[src/rtl/usb_rx_pkg.sv]
// usb_rx_pkg: types and defaults shared across the USB RX front end.
//   line_e        decoded bus line state (J, K, SE0)
//   rx_state_e    receive FSM states
//   decode_line() maps the synchronized D+/D- pair onto a line state
package usb_rx_pkg;

  localparam int STUFF_LIMIT_DEFAULT = 6;

  typedef enum logic [1:0] {
    LINE_J   = 2'd0,
    LINE_K   = 2'd1,
    LINE_SE0 = 2'd2
  } line_e;

  typedef enum logic [1:0] {
    IDLE     = 2'd0,
    RECEIVE  = 2'd1,
    EOP_WAIT = 2'd2,
    ERROR    = 2'd3
  } rx_state_e;

  // Both lines high is illegal on the bus; it is folded into SE0.
  function automatic line_e decode_line(input logic dp, input logic dm);
    if (dp && !dm)      return LINE_J;
    else if (!dp && dm) return LINE_K;
    else                return LINE_SE0;
  endfunction

endpackage

[src/rtl/usb_rx_decode_if.sv]
// usb_rx_decode_if: bus between the USB line, the RX decoder and the
// downstream serial-to-parallel byte receiver.
//   d_plus, d_minus  synchronized line inputs
//   serial_out       decoded, unstuffed data bit (valid with shift_en)
//   shift_en         one pulse per delivered data bit
//   rx_clear         one pulse at packet start
//   rx_active        high while a packet (or error recovery) is in progress
//   eop              one pulse on a valid end of packet
//   stuff_err        one pulse on a bit-stuffing or EOP violation
// master: the decoder. slave: the line driver / byte receiver side.
interface usb_rx_decode_if;
  logic d_plus;
  logic d_minus;
  logic serial_out;
  logic shift_en;
  logic rx_clear;
  logic rx_active;
  logic eop;
  logic stuff_err;

  modport master (
    input  d_plus, d_minus,
    output serial_out, shift_en, rx_clear, rx_active, eop, stuff_err
  );

  modport slave (
    output d_plus, d_minus,
    input  serial_out, shift_en, rx_clear, rx_active, eop, stuff_err
  );
endinterface

[src/rtl/usb_rx_bit_timer.sv]
// usb_rx_bit_timer: bit-timing recovery.
//   clk, rst          clock, synchronous active-high reset
//   d_plus, d_minus   synchronized line inputs
//   line              registered line state (value of the previous cycle)
//   strobe            high for one cycle at mid-bit (counter == CLKS_PER_BIT/2)
//   jk_edge           combinational: registered line is J, current line is K
// The counter restarts on every line transition, so the strobe tracks the
// transmitter's bit phase even when its clock drifts.
module usb_rx_bit_timer
  import usb_rx_pkg::*;
#(
  parameter int CLKS_PER_BIT = 8
) (
  input  logic  clk,
  input  logic  rst,
  input  logic  d_plus,
  input  logic  d_minus,
  output line_e line,
  output logic  strobe,
  output logic  jk_edge
);

  localparam int CW = $clog2(CLKS_PER_BIT);
  localparam logic [CW-1:0] CNT_LAST = CW'(CLKS_PER_BIT - 1);
  localparam logic [CW-1:0] CNT_MID  = CW'(CLKS_PER_BIT / 2);

  line_e         cur_line;
  logic [CW-1:0] cnt;

  assign cur_line = decode_line(d_plus, d_minus);

  // NOTE: clocked state uses non-blocking assignments so every register
  // samples the pre-edge values, independent of statement order.
  always_ff @(posedge clk) begin
    if (rst) begin
      line <= LINE_J;
      cnt  <= '0;
    end else begin
      line <= cur_line;
      if (cur_line != line)     cnt <= '0;
      else if (cnt == CNT_LAST) cnt <= '0;
      else                      cnt <= cnt + 1'b1;
    end
  end

  assign strobe  = (cnt == CNT_MID);
  assign jk_edge = (line == LINE_J) && (cur_line == LINE_K);

endmodule

[src/rtl/usb_rx_decode.sv]
// usb_rx_decode: USB RX front end. Recovers bit timing, NRZI-decodes,
// removes stuffed zeros and detects EOP, feeding the byte receiver.
//   clk, rst   clock, synchronous active-high reset
//   bus        usb_rx_decode_if.master (line inputs, decoded outputs)
// All outputs are registered: data/eop/stuff_err appear the cycle after the
// mid-bit strobe, rx_clear/rx_active the cycle after the J->K start edge.
module usb_rx_decode
  import usb_rx_pkg::*;
#(
  parameter int CLKS_PER_BIT = 8,
  parameter int STUFF_LIMIT  = STUFF_LIMIT_DEFAULT
) (
  input  logic            clk,
  input  logic            rst,
  usb_rx_decode_if.master bus
);

  localparam logic [1:0] S_IDLE     = IDLE;
  localparam logic [1:0] S_RECEIVE  = RECEIVE;
  localparam logic [1:0] S_EOP_WAIT = EOP_WAIT;
  localparam logic [1:0] S_ERROR    = ERROR;

  localparam int OW = $clog2(STUFF_LIMIT + 1);
  localparam logic [OW-1:0] ONES_MAX = OW'(STUFF_LIMIT);

  line_e         line;
  logic          strobe;
  logic          jk_edge;

  logic [1:0]    state;
  line_e         prev_line;
  logic [OW-1:0] ones_cnt;
  logic          se0_seen;
  logic          nrzi_bit;

  logic          serial_out_q;
  logic          shift_en_q;
  logic          rx_clear_q;
  logic          rx_active_q;
  logic          eop_q;
  logic          stuff_err_q;

  usb_rx_bit_timer #(
    .CLKS_PER_BIT(CLKS_PER_BIT)
  ) u_bit_timer (
    .clk     (clk),
    .rst     (rst),
    .d_plus  (bus.d_plus),
    .d_minus (bus.d_minus),
    .line    (line),
    .strobe  (strobe),
    .jk_edge (jk_edge)
  );

  // NRZI: no change in line level is a one, a change is a zero.
  assign nrzi_bit = (line == prev_line);

  always_ff @(posedge clk) begin
    if (rst) begin
      state        <= S_IDLE;
      prev_line    <= LINE_J;
      ones_cnt     <= '0;
      se0_seen     <= 1'b0;
      serial_out_q <= 1'b1;
      shift_en_q   <= 1'b0;
      rx_clear_q   <= 1'b0;
      rx_active_q  <= 1'b0;
      eop_q        <= 1'b0;
      stuff_err_q  <= 1'b0;
    end else begin
      // NOTE: pulse outputs default low here; branches below only raise them,
      // which guarantees single-cycle pulses without per-branch clearing.
      shift_en_q  <= 1'b0;
      rx_clear_q  <= 1'b0;
      eop_q       <= 1'b0;
      stuff_err_q <= 1'b0;

      case (state)
        S_IDLE: begin
          if (jk_edge) begin
            state       <= S_RECEIVE;
            rx_clear_q  <= 1'b1;
            rx_active_q <= 1'b1;
            prev_line   <= LINE_J;
            ones_cnt    <= '0;
          end
        end

        S_RECEIVE: begin
          if (strobe) begin
            if (line == LINE_SE0) begin
              state <= S_EOP_WAIT;
            end else begin
              prev_line <= line;
              if (ones_cnt == ONES_MAX) begin
                // After a full run of ones the next bit must be a stuffed zero.
                if (nrzi_bit) begin
                  stuff_err_q <= 1'b1;
                  se0_seen    <= 1'b0;
                  state       <= S_ERROR;
                end else begin
                  ones_cnt <= '0;
                end
              end else begin
                serial_out_q <= nrzi_bit;
                shift_en_q   <= 1'b1;
                ones_cnt     <= nrzi_bit ? ones_cnt + 1'b1 : '0;
              end
            end
          end
        end

        S_EOP_WAIT: begin
          if (strobe) begin
            case (line)
              LINE_J: begin
                eop_q       <= 1'b1;
                rx_active_q <= 1'b0;
                state       <= S_IDLE;
              end
              LINE_K: begin
                stuff_err_q <= 1'b1;
                se0_seen    <= 1'b0;
                state       <= S_ERROR;
              end
              default: ;
            endcase
          end
        end

        S_ERROR: begin
          // Recover only on a J that follows at least one SE0 bit time.
          if (strobe) begin
            if (line == LINE_SE0) begin
              se0_seen <= 1'b1;
            end else if (line == LINE_J && se0_seen) begin
              rx_active_q <= 1'b0;
              state       <= S_IDLE;
            end
          end
        end

        default: state <= S_IDLE;
      endcase
    end
  end

  assign bus.serial_out = serial_out_q;
  assign bus.shift_en   = shift_en_q;
  assign bus.rx_clear   = rx_clear_q;
  assign bus.rx_active  = rx_active_q;
  assign bus.eop        = eop_q;
  assign bus.stuff_err  = stuff_err_q;

endmodule

[src/flat_wrapper.sv]
// flat-port wrapper written by rule: the top's interface ports become plain ports
module usb_rx_decode_flat import usb_rx_pkg::*;
#(
  parameter int CLKS_PER_BIT = 8,
  parameter int STUFF_LIMIT  = STUFF_LIMIT_DEFAULT
)
  (clk, rst, bus_d_plus, bus_d_minus, bus_serial_out, bus_shift_en, bus_rx_clear, bus_rx_active, bus_eop, bus_stuff_err);
  usb_rx_decode_if bus_i ();
  input  logic clk;
  input  logic rst;
  input wire logic [$bits(bus_i.d_plus)-1:0] bus_d_plus;
  input wire logic [$bits(bus_i.d_minus)-1:0] bus_d_minus;
  output wire logic [$bits(bus_i.serial_out)-1:0] bus_serial_out;
  output wire logic [$bits(bus_i.shift_en)-1:0] bus_shift_en;
  output wire logic [$bits(bus_i.rx_clear)-1:0] bus_rx_clear;
  output wire logic [$bits(bus_i.rx_active)-1:0] bus_rx_active;
  output wire logic [$bits(bus_i.eop)-1:0] bus_eop;
  output wire logic [$bits(bus_i.stuff_err)-1:0] bus_stuff_err;
  assign bus_i.d_plus = bus_d_plus;
  assign bus_i.d_minus = bus_d_minus;
  assign bus_serial_out = bus_i.serial_out;
  assign bus_shift_en = bus_i.shift_en;
  assign bus_rx_clear = bus_i.rx_clear;
  assign bus_rx_active = bus_i.rx_active;
  assign bus_eop = bus_i.eop;
  assign bus_stuff_err = bus_i.stuff_err;
  usb_rx_decode #(.CLKS_PER_BIT(CLKS_PER_BIT), .STUFF_LIMIT(STUFF_LIMIT)) u_core (.clk(clk), .rst(rst), .bus(bus_i));
endmodule
[config.mk]
export PLATFORM = sky130hd
export DESIGN_NAME = usb_rx_decode_flat
export DESIGN_NICKNAME = d
export VERILOG_FILES = /design/src/rtl/usb_rx_pkg.sv /design/src/rtl/usb_rx_decode_if.sv /design/src/rtl/usb_rx_bit_timer.sv /design/src/rtl/usb_rx_decode.sv /design/src/flat_wrapper.sv
export SDC_FILE = /design/constraint.sdc
export NUM_CORES = 1
export LEC_CHECK = 0
export CORE_UTILIZATION = 30
export CTS_BUF_LIST = sky130_fd_sc_hd__clkbuf_8
export DETAILED_ROUTE_END_ITERATION = 10
export HOLD_SLACK_MARGIN = 0.15
export PLACE_DENSITY = 0.47
export SETUP_SLACK_MARGIN = 0.4
export SYNTH_ARGS = -nofsm -noshare
export SYNTH_HDL_FRONTEND = slang
export SYNTH_HIERARCHICAL = 1
export SYNTH_SLANG_ARGS = --single-unit
[constraint.sdc]
create_clock -name clk -period 2.5 [get_ports clk]
set_clock_uncertainty 0.2 [all_clocks]
set_input_delay 0.625 -clock clk [delete_from_list [all_inputs] [get_ports clk]]
set_output_delay 0.625 -clock clk [all_outputs]
set_load 0.005 [all_outputs]
==> summary by stage <==
Outcome
The run finished with clean final reports.

STA
The worst pin sits at a relative slew slack of 67.5%. Final hold analysis gives a worst-case slack of 0.269 ns. The worst path uses 81.3% of the clock period. The minimum period implied by the final worst setup slack is 2.03 ns. The number of hold-slack violations in the final timing report is 0.

The final setup violation count is 0. The smallest setup slack after layout is 0.467 ns. Setup repair after global routing could not meet its margin everywhere. The number of slew-limit violations in the final report was 0. At the pin with the least slew margin, the transition time is 0.483 ns. For this run, the top clock speed supported by timing is 0.492 GHz.

Global routing
The remaining global-route overflow is 0. The largest net degree at the start of global routing is 12. The number of global-route vias before repair is 1,084. The number of antenna violations at the first check in global routing is 0. The first global-routing pass estimated 4830 um of wire. For this run, the total global-route usage over all layers was measured as 14.5%.

Synthesis
In this run the cell area of the synthesized design comes to 1260 sq um. Synthesis produced a netlist with a net count of 155. The flip-flop and latch count after synthesis is 19. The number of warnings issued by yosys is 6. Of all flip-flops after synthesis, the portion carrying an async set or reset was 0%. The primary flip-flop cell chosen by synthesis mapping is sky130_fd_sc_hd__dfxtp_1.

The cell count after synthesis came out at 138. A synthesized cell averages 9.11 sq um. The number of enable flip-flop cells after synthesis is 0. The fraction of the yosys area taken by sequential cells is 30.2%.

The synthesized netlist contains 50 unique library cells.

Drt
The post-route antenna net violation count is 0. The wire length on met2 is 1310 um. The wire length after detailed routing is 2930 um. The detailed router's first-iteration violation count is 31. The number of detailed-route iterations in the first pass is 4. In the routed design, unresolved DRC markers number 0. Summed over all nets, wire length on met3 after detailed routing comes to 94 um. The routed via count divided by cell count is 5.38.

For this block, the via count after detailed routing is 1,097. The highest metal layer carrying signal wires in the routed design is met4. The average wire length per cell after detail routing is 14.4 um.

The routed metal-1 wire length is 1440 um.

Power and ir drop
In this run the power density over the cells is 704 nW/um^2. The internal portion of the total power is 713 uW. The sequential share of power is 32.2%. The logic gate share of total power is 48.8%. Net switching is 36.9% of the power. The clock network burns 19.0% of the power. The largest voltage drop on the vdd net is 0.000200 V. The power dissipated by switching net loads is 417 uW. In this run the static leakage power is 0.623 nW.

Worst setup path
Data arrives at the worst endpoint at 1.99 ns. The highest net fanout along the worst path is 6. The worst register-to-register path has a setup slack of 0.54 ns. For the worst setup path, the data required time is 2.46 ns. Counting cells, the worst reg-to-reg path comes to 6. The worst register-to-register path ends at u_core/ones_cnt[2]. In this run the worst setup path begins at bus_d_minus.

The critical path is of the in2reg type. The critical path ends at u_core/ones_cnt[2]. The reg-to-reg startpoint is u_core/state[0].

STA classifies the critical path endpoint as a flip-flop. The worst setup path is launched from an input pin.

Hold path
The worst min-delay path category is reg2reg. The startpoint identified for the worst hold timing path is u_core/u_bit_timer/cnt[0].

Floorplanning
The die is 66.7 um tall. The floorplan has 23 rows. In this run the standard cell core region covers 4000 sq um. The die area is 4450 sq um. The initial standard-cell utilization of the core is 31.4%. The overall die width is 66.7 um. In this run the count of I/O pins placed on the die edge is 10.

Final layout
Summing all multi-input logic gate instances after layout gives 933 sq um. The repair_antennas step left the layout with diodes totalling 0. The net count of the finished layout is 172. The fraction of layout instances using a drive strength above 1 is 26.6%. The area growth from synthesis to layout is 27.6%.

The share of the core filled with cells in the final layout is 40.1%. After filler insertion, the fill cell instance count of the layout stands at 393. The sequential standard cell area is 383 sq um.

The summed area of non-filler cells in the final layout is 1600 sq um.

CTS
The clock insertion delay at the later pin of the skew report is 0.26 ns. The number of clock buffers added by TritonCTS is 3. The number of H-tree levels is 1. The TritonCTS sink count is 19.

The CTS tree is yes. The clock tree buffer depth is 2. The clock input transition at the sequential cells of the worst setup and hold paths is 0.07 ns. The root cell of the clock tree is sky130_fd_sc_hd__clkbuf_8.

Placed design
The final weighted congestion of routability-driven global placement is 0.853. The worst slack at placement is -0.235 ns. Summed over all nets, the half-perimeter wirelength after detailed placement is 2150 um. During placement, the flow inserted port buffers numbering 9. After detailed placement, the total cell area comes to 1410 sq um.

Job
The tool flagged a number of max-cap violations equal to 0.
[final cells by class]
class                   instances  share of cell area, %
flip-flops and latches         19                   23.9
clock buffers                   3                   2.57
clock inverters                 1                  0.234
inverters                       8                   1.87
repair buffers                 17                   9.36
well taps                      50                   3.90
multi-input cells             106                   58.2
[cell families (layout without fill, tap and decap cells)]
kind of cell	after synthesis	in the layout	synth area share [%]
AND/OR/NAND/NOR	53	53	25.0
multiplexers	3	3	2.39
flip-flops	19	19	30.2
AO/OA/AOI/OAI	33	33	21.4
adder cells (fa/ha/maj)	13	13	12.9
buffers and inverters	13	29	5.27
XOR/XNOR	4	4	2.79
[power groups by stage]
stage                     combinational [mW]  clock, mW  sequential, mW
after detailed placement               0.420          0           0.364
after CTS                              0.496      0.224           0.362
final                                  0.551      0.215           0.364
after floorplan                        0.334          0           0.355
after global placement                 0.431          0           0.361
after global routing                   0.603      0.239           0.367
[cell usage after synthesis (2+ instances only)]
library cell	number	area share, %
sky130_fd_sc_hd__nand3_1	2	0.80
sky130_fd_sc_hd__buf_2	3	1.2
sky130_fd_sc_hd__nand2b_1	6	3.0
sky130_fd_sc_hd__nor2b_1	5	2.5
sky130_fd_sc_hd__nor3_1	4	1.6
sky130_fd_sc_hd__a211oi_1	2	1.2
sky130_fd_sc_hd__o2bb2ai_1	2	1.4
sky130_fd_sc_hd__nor4_1	2	0.99
sky130_fd_sc_hd__nand4_1	3	1.5
sky130_fd_sc_hd__ha_1	13	13
sky130_fd_sc_hd__a21o_1	2	1.2
sky130_fd_sc_hd__mux2i_1	3	2.4
sky130_fd_sc_hd__a221oi_1	2	1.4
sky130_fd_sc_hd__or2_1	2	0.99
sky130_fd_sc_hd__nor2_1	5	1.5
sky130_fd_sc_hd__a21oi_1	6	2.4
sky130_fd_sc_hd__a2111oi_2	2	2.4
sky130_fd_sc_hd__o21ai_0	3	1.2
sky130_fd_sc_hd__xor2_1	4	2.8
sky130_fd_sc_hd__inv_1	8	2.4
sky130_fd_sc_hd__and4bb_2	2	2.0
sky130_fd_sc_hd__nand2_1	11	3.3
sky130_fd_sc_hd__dfxtp_1	19	30
[worst max-delay path: stages]
cell and delay, ns:
sky130_fd_sc_hd__clkdlybuf4s15_1 0.24, sky130_fd_sc_hd__ha_4 0.14, sky130_fd_sc_hd__nor3b_4 0.21, sky130_fd_sc_hd__nor2b_4 0.09, sky130_fd_sc_hd__or3_4 0.40, sky130_fd_sc_hd__o211a_1 0.16
sky130_fd_sc_hd__o2bb2ai_2 0.12
[metrics by stage]
stage	std cells	TNS (ns)	total power [mW]
2_1_floorplan	138	0	0.688
3_3_place_gp	197	-0.820	0.792
3_5_place_dp	197	-0.884	0.783
4_1_cts	203	0	1.08
5_1_grt	204	0	1.21
6_report	204	0	1.13
[state kept, by name (all words and copies together), names as in the netlist]
signal                   cells
u_core/bus.eop               1
u_core/bus.rx_active         1
u_core/bus.rx_clear          1
u_core/bus.serial_out        1
u_core/bus.shift_en          1
u_core/bus.stuff_err         1
u_core/ones_cnt              3
u_core/prev_line             2
u_core/se0_seen              1
u_core/state                 2
u_core/u_bit_timer/cnt       3
u_core/u_bit_timer/line      2
[worst min path at each step]
stage	endpoint	cells past startpoint
6_report	u_core/u_bit_timer/cnt[0]	1
5_1_grt	u_core/u_bit_timer/cnt[0]	1
3_3_place_gp	u_core/u_bit_timer/cnt[0]	1
2_1_floorplan	u_core/se0_seen	2
4_1_cts	u_core/u_bit_timer/cnt[0]	1
3_5_place_dp	u_core/se0_seen	2
[layout by cell type, fill, tap and decap left out, drive strengths merged, types with 3 or more instances in the layout]
cell           Yosys  final
mux2i              3      3
inv                8      9
clkbuf             1      3
a221oi             3      3
buf                4      8
nor2               5      5
nand2             11     11
nor2b              5      5
nor3               4      4
dfxtp             19     19
o21ai              3      3
ha                13     13
clkdlybuf4s50      0      7
nand2b             6      6
a21oi              6      6
xor2               4      4
nand4              3      3
[per-layer routing]
metal,up-vias,global-route usage (%)
li1,536,-
met2,24,23.6
met5,-,0
met3,8,2.40
met1,529,17.7
met4,0,8.51
[timing repair]
action	CTS	global route
hold buffers	0	0
gates resized for setup	17	15
setup endpoints to repair	8	10
buffers inserted	2	1
pin swaps	5	2
Power figures use the tool's default switching activity.
